### src/rtl/fetch_prefetch_if.sv
// Decode-side and instruction-RAM read-channel signals of the fetch front end.
// master: the fetch unit; slave: the decode stage and RAM environment.
interface fetch_prefetch_if #(
  parameter int AWIDTH = 32,
  parameter int LWIDTH = 4,
  parameter int DWIDTH = 32
);
  logic              redirect_valid;
  logic [31:0]       redirect_pc;
  logic              ir_valid;
  logic [31:0]       ir;
  logic [31:0]       ir_pc;
  logic              ir_ready;
  logic [AWIDTH-1:0] ram_araddr;
  logic [LWIDTH-1:0] ram_arlen;
  logic              ram_arvalid;
  logic              ram_arready;
  logic [DWIDTH-1:0] ram_rdata;
  logic              ram_rvalid;
  logic              ram_rready;
  logic              ram_rlast;

  modport master (
    input  redirect_valid, redirect_pc, ir_ready,
    input  ram_arready, ram_rdata, ram_rvalid, ram_rlast,
    output ir_valid, ir, ir_pc,
    output ram_araddr, ram_arlen, ram_arvalid, ram_rready
  );

  modport slave (
    output redirect_valid, redirect_pc, ir_ready,
    output ram_arready, ram_rdata, ram_rvalid, ram_rlast,
    input  ir_valid, ir, ir_pc,
    input  ram_araddr, ram_arlen, ram_arvalid, ram_rready
  );
endinterface

### src/rtl/fetch_prefetch.sv
// Burst instruction prefetcher: credit-gated RAM bursts into a DEPTH-entry FIFO, redirect flush/drain.
// Define FETCH_PREFETCH_BYPASS_EN to forward a beat straight to decode when the FIFO is empty.
module fetch_prefetch #(
  parameter int          DEPTH     = 8,
  parameter int          BURST_LEN = 4,
  parameter logic [31:0] RESET_PC  = 32'h0
) (
  input  logic             clk,
  input  logic             rst,
  fetch_prefetch_if.master bus
);
  localparam int            PW          = (DEPTH > 1) ? $clog2(DEPTH) : 1;
  localparam int            CW          = $clog2(DEPTH) + 2;
  localparam logic [CW-1:0] FILL_LIMIT  = CW'(DEPTH - BURST_LEN);
  localparam logic [CW-1:0] BURST_CNT   = CW'(BURST_LEN);
  localparam logic [31:0]   BURST_BYTES = 32'(4 * BURST_LEN);

  typedef enum logic [1:0] {IDLE, ADDR, DATA, DRAIN} state_e;

  state_e        state_q, state_d;
  logic [31:0]   fetch_pc_q, fetch_pc_d;
  logic [31:0]   araddr_q, araddr_d;
  logic [31:0]   beat_pc_q, beat_pc_d;
  logic [CW-1:0] count_q, count_d;
  logic [CW-1:0] inflight_q, inflight_d;
  logic [PW-1:0] rd_ptr_q, rd_ptr_d;
  logic [PW-1:0] wr_ptr_q, wr_ptr_d;
  logic          redir_pend_q, redir_pend_d;
  logic          arvalid_q, rready_q;
  logic [31:0]   mem_ir_q [DEPTH];
  logic [31:0]   mem_pc_q [DEPTH];
  logic          beat, fifo_valid, push, pop, bypass_hit;
  logic [31:0]   redir_pc;

  assign redir_pc   = bus.redirect_pc & 32'hFFFF_FFFC;
  assign beat       = bus.ram_rvalid & rready_q;
  assign fifo_valid = (count_q != '0);

  assign bus.ram_araddr  = araddr_q;
  assign bus.ram_arlen   = bus.LWIDTH'(BURST_LEN - 1);
  assign bus.ram_arvalid = arvalid_q;
  assign bus.ram_rready  = rready_q;

`ifdef FETCH_PREFETCH_BYPASS_EN
  assign bypass_hit   = !fifo_valid && (state_q == DATA) && bus.ram_rvalid;
  assign bus.ir_valid = fifo_valid | bypass_hit;
  assign bus.ir       = fifo_valid ? mem_ir_q[rd_ptr_q] : (bypass_hit ? bus.ram_rdata : 32'h0);
  assign bus.ir_pc    = fifo_valid ? mem_pc_q[rd_ptr_q] : (bypass_hit ? beat_pc_q : 32'h0);
`else
  assign bypass_hit   = 1'b0;
  assign bus.ir_valid = fifo_valid;
  assign bus.ir       = fifo_valid ? mem_ir_q[rd_ptr_q] : 32'h0;
  assign bus.ir_pc    = fifo_valid ? mem_pc_q[rd_ptr_q] : 32'h0;
`endif

  // A beat consumed directly by decode through the bypass is never stored.
  assign push = beat && (state_q == DATA) && !bus.redirect_valid && !(bypass_hit && bus.ir_ready);
  assign pop  = fifo_valid && bus.ir_ready && !bus.redirect_valid;

  always_comb begin
    rd_ptr_d = rd_ptr_q;
    wr_ptr_d = wr_ptr_q;
    count_d  = count_q;
    if (bus.redirect_valid) begin
      rd_ptr_d = '0;
      wr_ptr_d = '0;
      count_d  = '0;
    end else begin
      if (push) wr_ptr_d = wr_ptr_q + 1'b1;
      if (pop)  rd_ptr_d = rd_ptr_q + 1'b1;
      case ({push, pop})
        2'b10:   count_d = count_q + 1'b1;
        2'b01:   count_d = count_q - 1'b1;
        default: count_d = count_q;
      endcase
    end
  end

  always_comb begin
    state_d      = state_q;
    fetch_pc_d   = fetch_pc_q;
    araddr_d     = araddr_q;
    beat_pc_d    = beat_pc_q;
    inflight_d   = inflight_q;
    redir_pend_d = redir_pend_q;
    case (state_q)
      IDLE: begin
        // A redirect empties the FIFO, so the credit check is trivially met.
        if (bus.redirect_valid) begin
          fetch_pc_d = redir_pc;
          araddr_d   = redir_pc;
          state_d    = ADDR;
        end else if ((count_q + inflight_q) <= FILL_LIMIT) begin
          araddr_d = fetch_pc_q;
          state_d  = ADDR;
        end
      end
      ADDR: begin
        if (bus.redirect_valid) begin
          fetch_pc_d   = redir_pc;
          redir_pend_d = 1'b1;
        end
        if (bus.ram_arready) begin
          inflight_d   = BURST_CNT;
          beat_pc_d    = araddr_q;
          redir_pend_d = 1'b0;
          if (bus.redirect_valid || redir_pend_q) begin
            state_d = DRAIN;
          end else begin
            fetch_pc_d = fetch_pc_q + BURST_BYTES;
            state_d    = DATA;
          end
        end
      end
      DATA: begin
        if (beat) begin
          inflight_d = inflight_q - 1'b1;
          beat_pc_d  = beat_pc_q + 32'd4;
          if (bus.ram_rlast) state_d = IDLE;
        end
        if (bus.redirect_valid) begin
          fetch_pc_d = redir_pc;
          state_d    = (beat && bus.ram_rlast) ? IDLE : DRAIN;
        end
      end
      DRAIN: begin
        if (beat) begin
          inflight_d = inflight_q - 1'b1;
          if (bus.ram_rlast) state_d = IDLE;
        end
        if (bus.redirect_valid) fetch_pc_d = redir_pc;
      end
      default: state_d = IDLE;
    endcase
  end

  always_ff @(posedge clk) begin
    if (rst) begin
      state_q      <= IDLE;
      fetch_pc_q   <= RESET_PC;
      araddr_q     <= RESET_PC;
      count_q      <= '0;
      inflight_q   <= '0;
      rd_ptr_q     <= '0;
      wr_ptr_q     <= '0;
      redir_pend_q <= 1'b0;
      arvalid_q    <= 1'b0;
      rready_q     <= 1'b0;
    end else begin
      state_q      <= state_d;
      fetch_pc_q   <= fetch_pc_d;
      araddr_q     <= araddr_d;
      count_q      <= count_d;
      inflight_q   <= inflight_d;
      rd_ptr_q     <= rd_ptr_d;
      wr_ptr_q     <= wr_ptr_d;
      redir_pend_q <= redir_pend_d;
      arvalid_q    <= (state_d == ADDR);
      rready_q     <= (state_d == DATA) || (state_d == DRAIN);
    end
  end

  always_ff @(posedge clk) begin
    beat_pc_q <= beat_pc_d;
    if (push) begin
      mem_ir_q[wr_ptr_q] <= bus.ram_rdata;
      mem_pc_q[wr_ptr_q] <= beat_pc_q;
    end
  end
endmodule

### src/flat_wrapper.sv
// flat-port wrapper written by rule: the top's interface ports become plain ports
module fetch_prefetch_flat 
#(
  parameter int          DEPTH     = 8,
  parameter int          BURST_LEN = 4,
  parameter logic [31:0] RESET_PC  = 32'h0
)
  (clk, rst, bus_redirect_valid, bus_redirect_pc, bus_ir_ready, bus_ram_arready, bus_ram_rdata, bus_ram_rvalid, bus_ram_rlast, bus_ir_valid, bus_ir, bus_ir_pc, bus_ram_araddr, bus_ram_arlen, bus_ram_arvalid, bus_ram_rready);
  fetch_prefetch_if bus_i ();
  input  logic clk;
  input  logic rst;
  input wire logic [$bits(bus_i.redirect_valid)-1:0] bus_redirect_valid;
  input wire logic [$bits(bus_i.redirect_pc)-1:0] bus_redirect_pc;
  input wire logic [$bits(bus_i.ir_ready)-1:0] bus_ir_ready;
  input wire logic [$bits(bus_i.ram_arready)-1:0] bus_ram_arready;
  input wire logic [$bits(bus_i.ram_rdata)-1:0] bus_ram_rdata;
  input wire logic [$bits(bus_i.ram_rvalid)-1:0] bus_ram_rvalid;
  input wire logic [$bits(bus_i.ram_rlast)-1:0] bus_ram_rlast;
  output wire logic [$bits(bus_i.ir_valid)-1:0] bus_ir_valid;
  output wire logic [$bits(bus_i.ir)-1:0] bus_ir;
  output wire logic [$bits(bus_i.ir_pc)-1:0] bus_ir_pc;
  output wire logic [$bits(bus_i.ram_araddr)-1:0] bus_ram_araddr;
  output wire logic [$bits(bus_i.ram_arlen)-1:0] bus_ram_arlen;
  output wire logic [$bits(bus_i.ram_arvalid)-1:0] bus_ram_arvalid;
  output wire logic [$bits(bus_i.ram_rready)-1:0] bus_ram_rready;
  assign bus_i.redirect_valid = bus_redirect_valid;
  assign bus_i.redirect_pc = bus_redirect_pc;
  assign bus_i.ir_ready = bus_ir_ready;
  assign bus_i.ram_arready = bus_ram_arready;
  assign bus_i.ram_rdata = bus_ram_rdata;
  assign bus_i.ram_rvalid = bus_ram_rvalid;
  assign bus_i.ram_rlast = bus_ram_rlast;
  assign bus_ir_valid = bus_i.ir_valid;
  assign bus_ir = bus_i.ir;
  assign bus_ir_pc = bus_i.ir_pc;
  assign bus_ram_araddr = bus_i.ram_araddr;
  assign bus_ram_arlen = bus_i.ram_arlen;
  assign bus_ram_arvalid = bus_i.ram_arvalid;
  assign bus_ram_rready = bus_i.ram_rready;
  fetch_prefetch #(.DEPTH(DEPTH), .BURST_LEN(BURST_LEN), .RESET_PC(RESET_PC)) u_core (.clk(clk), .rst(rst), .bus(bus_i));
endmodule
### config.mk
export PLATFORM = sky130hd
export DESIGN_NAME = fetch_prefetch_flat
export DESIGN_NICKNAME = d
export VERILOG_FILES = /design/src/rtl/fetch_prefetch_if.sv /design/src/rtl/fetch_prefetch.sv /design/src/flat_wrapper.sv
export SDC_FILE = /design/constraint.sdc
export NUM_CORES = 1
export LEC_CHECK = 0
export ABC_AREA = 1
export CAP_MARGIN = 40
export CORE_UTILIZATION = 30
export DETAILED_ROUTE_END_ITERATION = 8
export PLACE_DENSITY = 0.45
export SLEW_MARGIN = 20
export SYNTH_ARGS = -nofsm -noshare
export SYNTH_HDL_FRONTEND = slang
export SYNTH_SLANG_ARGS = --single-unit
### constraint.sdc
create_clock -name clk -period 7.2 [get_ports clk]
set_input_delay 1.44 -clock clk [delete_from_list [all_inputs] [get_ports clk]]
set_output_delay 1.44 -clock clk [all_outputs]
set_load 0.05 [all_outputs]
[Word level (Yosys, flattened, before mapping)]
Memories as Yosys holds them, arrays and structs flattened. A register that Yosys moved wholly into a read port is not among the register bits.
Cells that the tools add are included.
Cells by class
  equal/unequal tests: 11
  magnitude comparators: 1
  reduce and logical (&&, ||, !) cells: 22
  muxes and demuxes: 32
  bitwise operators: 1
  add/subtract/negate cells: 8
Operators by type and width (number)
  2-to-1 mux 32 bit: 9
  one-hot mux 32 bit (2 select lines): 2
  adder 32 x 3 -> 32 bit (second input constant): 1
  adder 32 x 5 -> 32 bit (second input constant): 1
  one-hot mux 5 bit (2 select lines): 2
  2-to-1 mux 2 bit: 7
  2-to-1 mux 3 bit: 4
  == test 2 bit (second input constant): 5
  2-to-1 mux 5 bit: 2
  nonzero test 2 bit: 5
  subtractor 5 x 1 -> 5 bit (second input constant): 2
  one-hot mux 2 bit (4 select lines): 1
  adder 3 x 1 -> 3 bit (second input constant): 2
  == test 2 x 1 -> 1 bit (second input constant): 3
  AND reduction 3 bit: 2
  adder 5 x 1 -> 5 bit (second input constant): 1
  adder 5 bit: 1
  <= comparator 5 x 3 -> 1 bit (second input constant): 1
  logical AND 1 bit: 5
  2-to-1 mux 1 bit: 5
  nonzero test 5 bit: 1
  inequality test 2 x 1 -> 1 bit (second input constant): 2
  AND reduction 2 bit: 2
  OR reduction 2 bit: 2
  6 further kinds: 7
Word-level totals
  input bits: 71
  output and inout port bits: 103
  memories: 2
  RAM bits: 512
  flip-flop bits (word level): 117
  word-level logic and storage cells: 88
Memories
  u_core.mem_ir_q: depth 8, width 32, rd ports 1, clocked after Yosys merged registers in 1, wr ports 1, line fetch_prefetch.sv:30  | logic [31:0] mem_ir_q [DEPTH];
  u_core.mem_pc_q: depth 8, width 32, rd ports 1, clocked after Yosys merged registers in 1, wr ports 1, line fetch_prefetch.sv:31  | logic [31:0] mem_pc_q [DEPTH];

[Depth between registers and ports, before layout]
  depth in word-level cells: 7
  depth in mapped cells: 17
  depth with buffers taken out: 17

[Least setup slack after synthesis]
No wires, ideal clock.
  path type: input to register
  from: input port bus_redirect_valid
  to: memory u_core.mem_ir_q[5][0] (enable)
  arrival time: 6360 ps
  path buffers: 1
  required time: 6635 ps
  stages: 6
  slack: 275 ps
  cell sequence: buf_2 nor2_2 inv_2 nor2_1 inv_2 nor3_1
On the way
  cells in the longest elaborated chain, start to end: 4
Ends and longest elaborated chain
  from (decl): line flat_wrapper.sv:12  | input wire logic [$bits(bus_i.redirect_valid)-1:0] bus_redirect_valid;
  logical NOT 1 bit: line fetch_prefetch.sv:57  | assign push = beat && (state_q == DATA) && !bus.redirect_valid && !(bypass_hit && bus.ir_ready);
  logical AND 1 bit: line fetch_prefetch.sv:57
  2-to-1 mux 1 bit: line fetch_prefetch.sv:165  | if (push) begin
  2-to-1 mux 1 bit (not written as such): line fetch_prefetch.sv:166  | mem_ir_q[wr_ptr_q] <= bus.ram_rdata;
  to (decl): line fetch_prefetch.sv:30
Every way passes these cells.

==> run metrics <==
Mapped Cells=2,456; ys flop type=edfxtp_1; count of cell types in the netlist=47; CP cell instances=inv_6, buf_16, buf_4, nor2_1, o32ai_2, nor2_1, nor2_1, clkdlybuf4s50_1; synthesized flop and latch total=632; Worst VDD drop=0.163 mV; Max-slew headroom=36.2%; final period utilization=75.7%; CTS Hold Bufs=0; drt pass-1 iters=5; crit end category=primary output; largest fanout on the critical path=67; WP data arrival=4.01 ns; H-tree Lvls=3; DP HPWL=43,500 µm; HP Class=flip-flop to flip-flop; DIE AREA=91,700 µm²; CTS tree=done; CTS buffer count=75; Min Hold Slack=0.445 ns; row cnt=109; Synth warnings=0; Post-synth ARST share=0%; cell accounting for the most synthesized area=edfxtp_1; critical path's top delay family=buffers and inverters; vias=18,800; GRT Util Overall=16.3%; max cap viols=0; count of pins over their slew limit=0; routed len/inst=19.7 µm; die extent in y=303 µm; setup violators final=0; Ports=174; cts repair resizes=0; DR vias/cell=4.92; Root Buffer=clkbuf_16; Clock Latency Late Sink=0.63 ns; Post-DRT Antenna Nets=0; die width=303 µm; most common cell in the netlist=nor2_1; area delta synth->final=19.5%; Buf+Inv Stages, Crit Path=4; post-synth top area share=60.2%; fill cell count=8,710; PwrDens=264 nW/µm²; # port buffers=167; drc violations=0; status=completed; Worst path most repeated cell=nor2_1; most frequent cells after synthesis=632 x nor2_1, 544 x edfxtp_1, 276 x nand2_1, 226 x o21ai_0, 94 x inv_1; largest net degree at the start of global routing=207; critical setup path kind=flip-flop to primary output; WP data required=5.76 ns; post-synthesis sequential area ratio=66.7%; Max clock buf depth=3; Avg Cell Area, Syn=11.0 µm²; fmax=183 MHz; vias in the first global route=18,800; initial antenna violation count=1; Core Util, Final=36.5%; Final Skew=0.0351 ns; CORE AREA=88,900 µm²; startpoint types=flip-flop; RSZ-0062 raised after global routing=no; Starting Density=30.5%; post-route minimum period=5.45 ns; Crit path largest cell delay=0.85 ns; total grt overflow=0; Syn Std Cell Area=27,100 µm²; ant diodes=0; EDFF count, synth=544; Synth area leaders=edfxtp_1 60%, nor2_1 8.7%, dfxtp_1 6.5%, o21ai_0 4.2%, nand2_1 3.8%; setup TNS=0 ns; Setup Fix Bufs, Post-CTS=0; nets@finish=2,678; CP max stage cell=clkdlybuf4s50_1; worst-margin pin slew=0.958 ns; first-pass GRT wire length=113,000 µm; initial DRC count=1,246; P_leak=11.1 nW; Worst-path clk slew=0.06 ns; drt total wl=75,200 µm; CTS Sinks=632; final hold violations=0; RePlAce Congestion=0.858; layout cell share with drive strength beyond 1=7.99%
[worst paths after layout]
kind	startpoint	to	slack [ns]	cells past startpoint
worst max-delay path	flip-flop	bus_ir[26]	1.75	8
worst min-delay path	u_core.fetch_pc_q[0]	u_core.fetch_pc_q[0]	0.45	2
worst max register to register	u_core.state_q[1]	u_core.mem_pc_q[2][31]	3.67	9
worst min register to register	u_core.fetch_pc_q[0]	u_core.fetch_pc_q[0]	0.45	2
[cell families after synthesis]
group | share of synthesized area [%]
compound gates | 11.7
xor+xnor | 1.07
fa+ha+maj | 0.747
buf+inv | 4.01
flops | 66.7
mux | 0.480
other cells | 0.0277
simple gates | 15.3
[where the power goes]
part           switching [mW]  total, mW  internal, mW
Sequential              0.154       4.25          4.10
Clock                    1.53       3.65          2.12
Combinational           0.432      0.655         0.224
[metal layers]
layer  up-vias  part of all wire [%]  global-route usage, %
met5         -                 0.027                      0
met4         2                   2.0                   4.69
met3        99                   4.8                   2.84
met2       456                    49                   27.6
met1      9286                    45                   21.2
li1       8949                     -                      -
[state kept, by name, indices dropped and copies added (netlist names), named ones only]
name	cells
u_core.mem_ir_q	256
u_core.mem_pc_q	256
u_core.beat_pc_q	32
u_core.bus.ram_araddr	32
u_core.fetch_pc_q	32
u_core.count_q	5
u_core.inflight_q	5
u_core.rd_ptr_q	3
u_core.wr_ptr_q	3
u_core.state_q	2
u_core.bus.ram_arvalid	1
u_core.bus.ram_rready	1
u_core.redir_pend_q	1
[tightest hold or removal path: stages (launching register included)]
cell and delay [ns]:
dfxtp_1 0.29, nand2_1 0.07, nor2_1 0.04
[final cells by class]
cell class                      instances  area [µm²]  share of cell area (%)
Multi-Input combinational cell       1578        8020                    24.7
Sequential cell                       632       18100                    55.8
Clock buffer                           94        1950                    6.01
Inverter                              102         390                    1.20
Timing Repair Buffer                  203        2070                    6.38
Clock inverter                         43         438                    1.35
Tap cell                             1165        1460                    4.50
[cell usage in the layout, fill, tap and decap left out, drive strengths merged, types with 5 or more instances in the layout]
cell	instances
buf	36
xor2	19
o21ai	255
dfxtp	88
nand3	64
nand3b	9
edfxtp	544
xnor2	14
nand2	278
nor2	642
nor3	23
a21oi	81
mux2i	13
clkdlybuf4s50	167
ha	13
inv	104
o32ai	128
clkinv	35
nand4	12
bufinv	5
clkbuf	94
[stage by stage]
stage	worst slack [ns]	power, mW	cell area, µm²	instances
after CTS	1.67	8.67	32400	3817
after global placement	2.25	4.97	29900	3675
final	1.75	8.55	32400	3817
after global routing	1.48	8.88	32400	3817
after detailed placement	2.34	4.98	30000	3680
after floorplan	0.275	4.69	27100	2458
(Power assumes the default switching activity.)
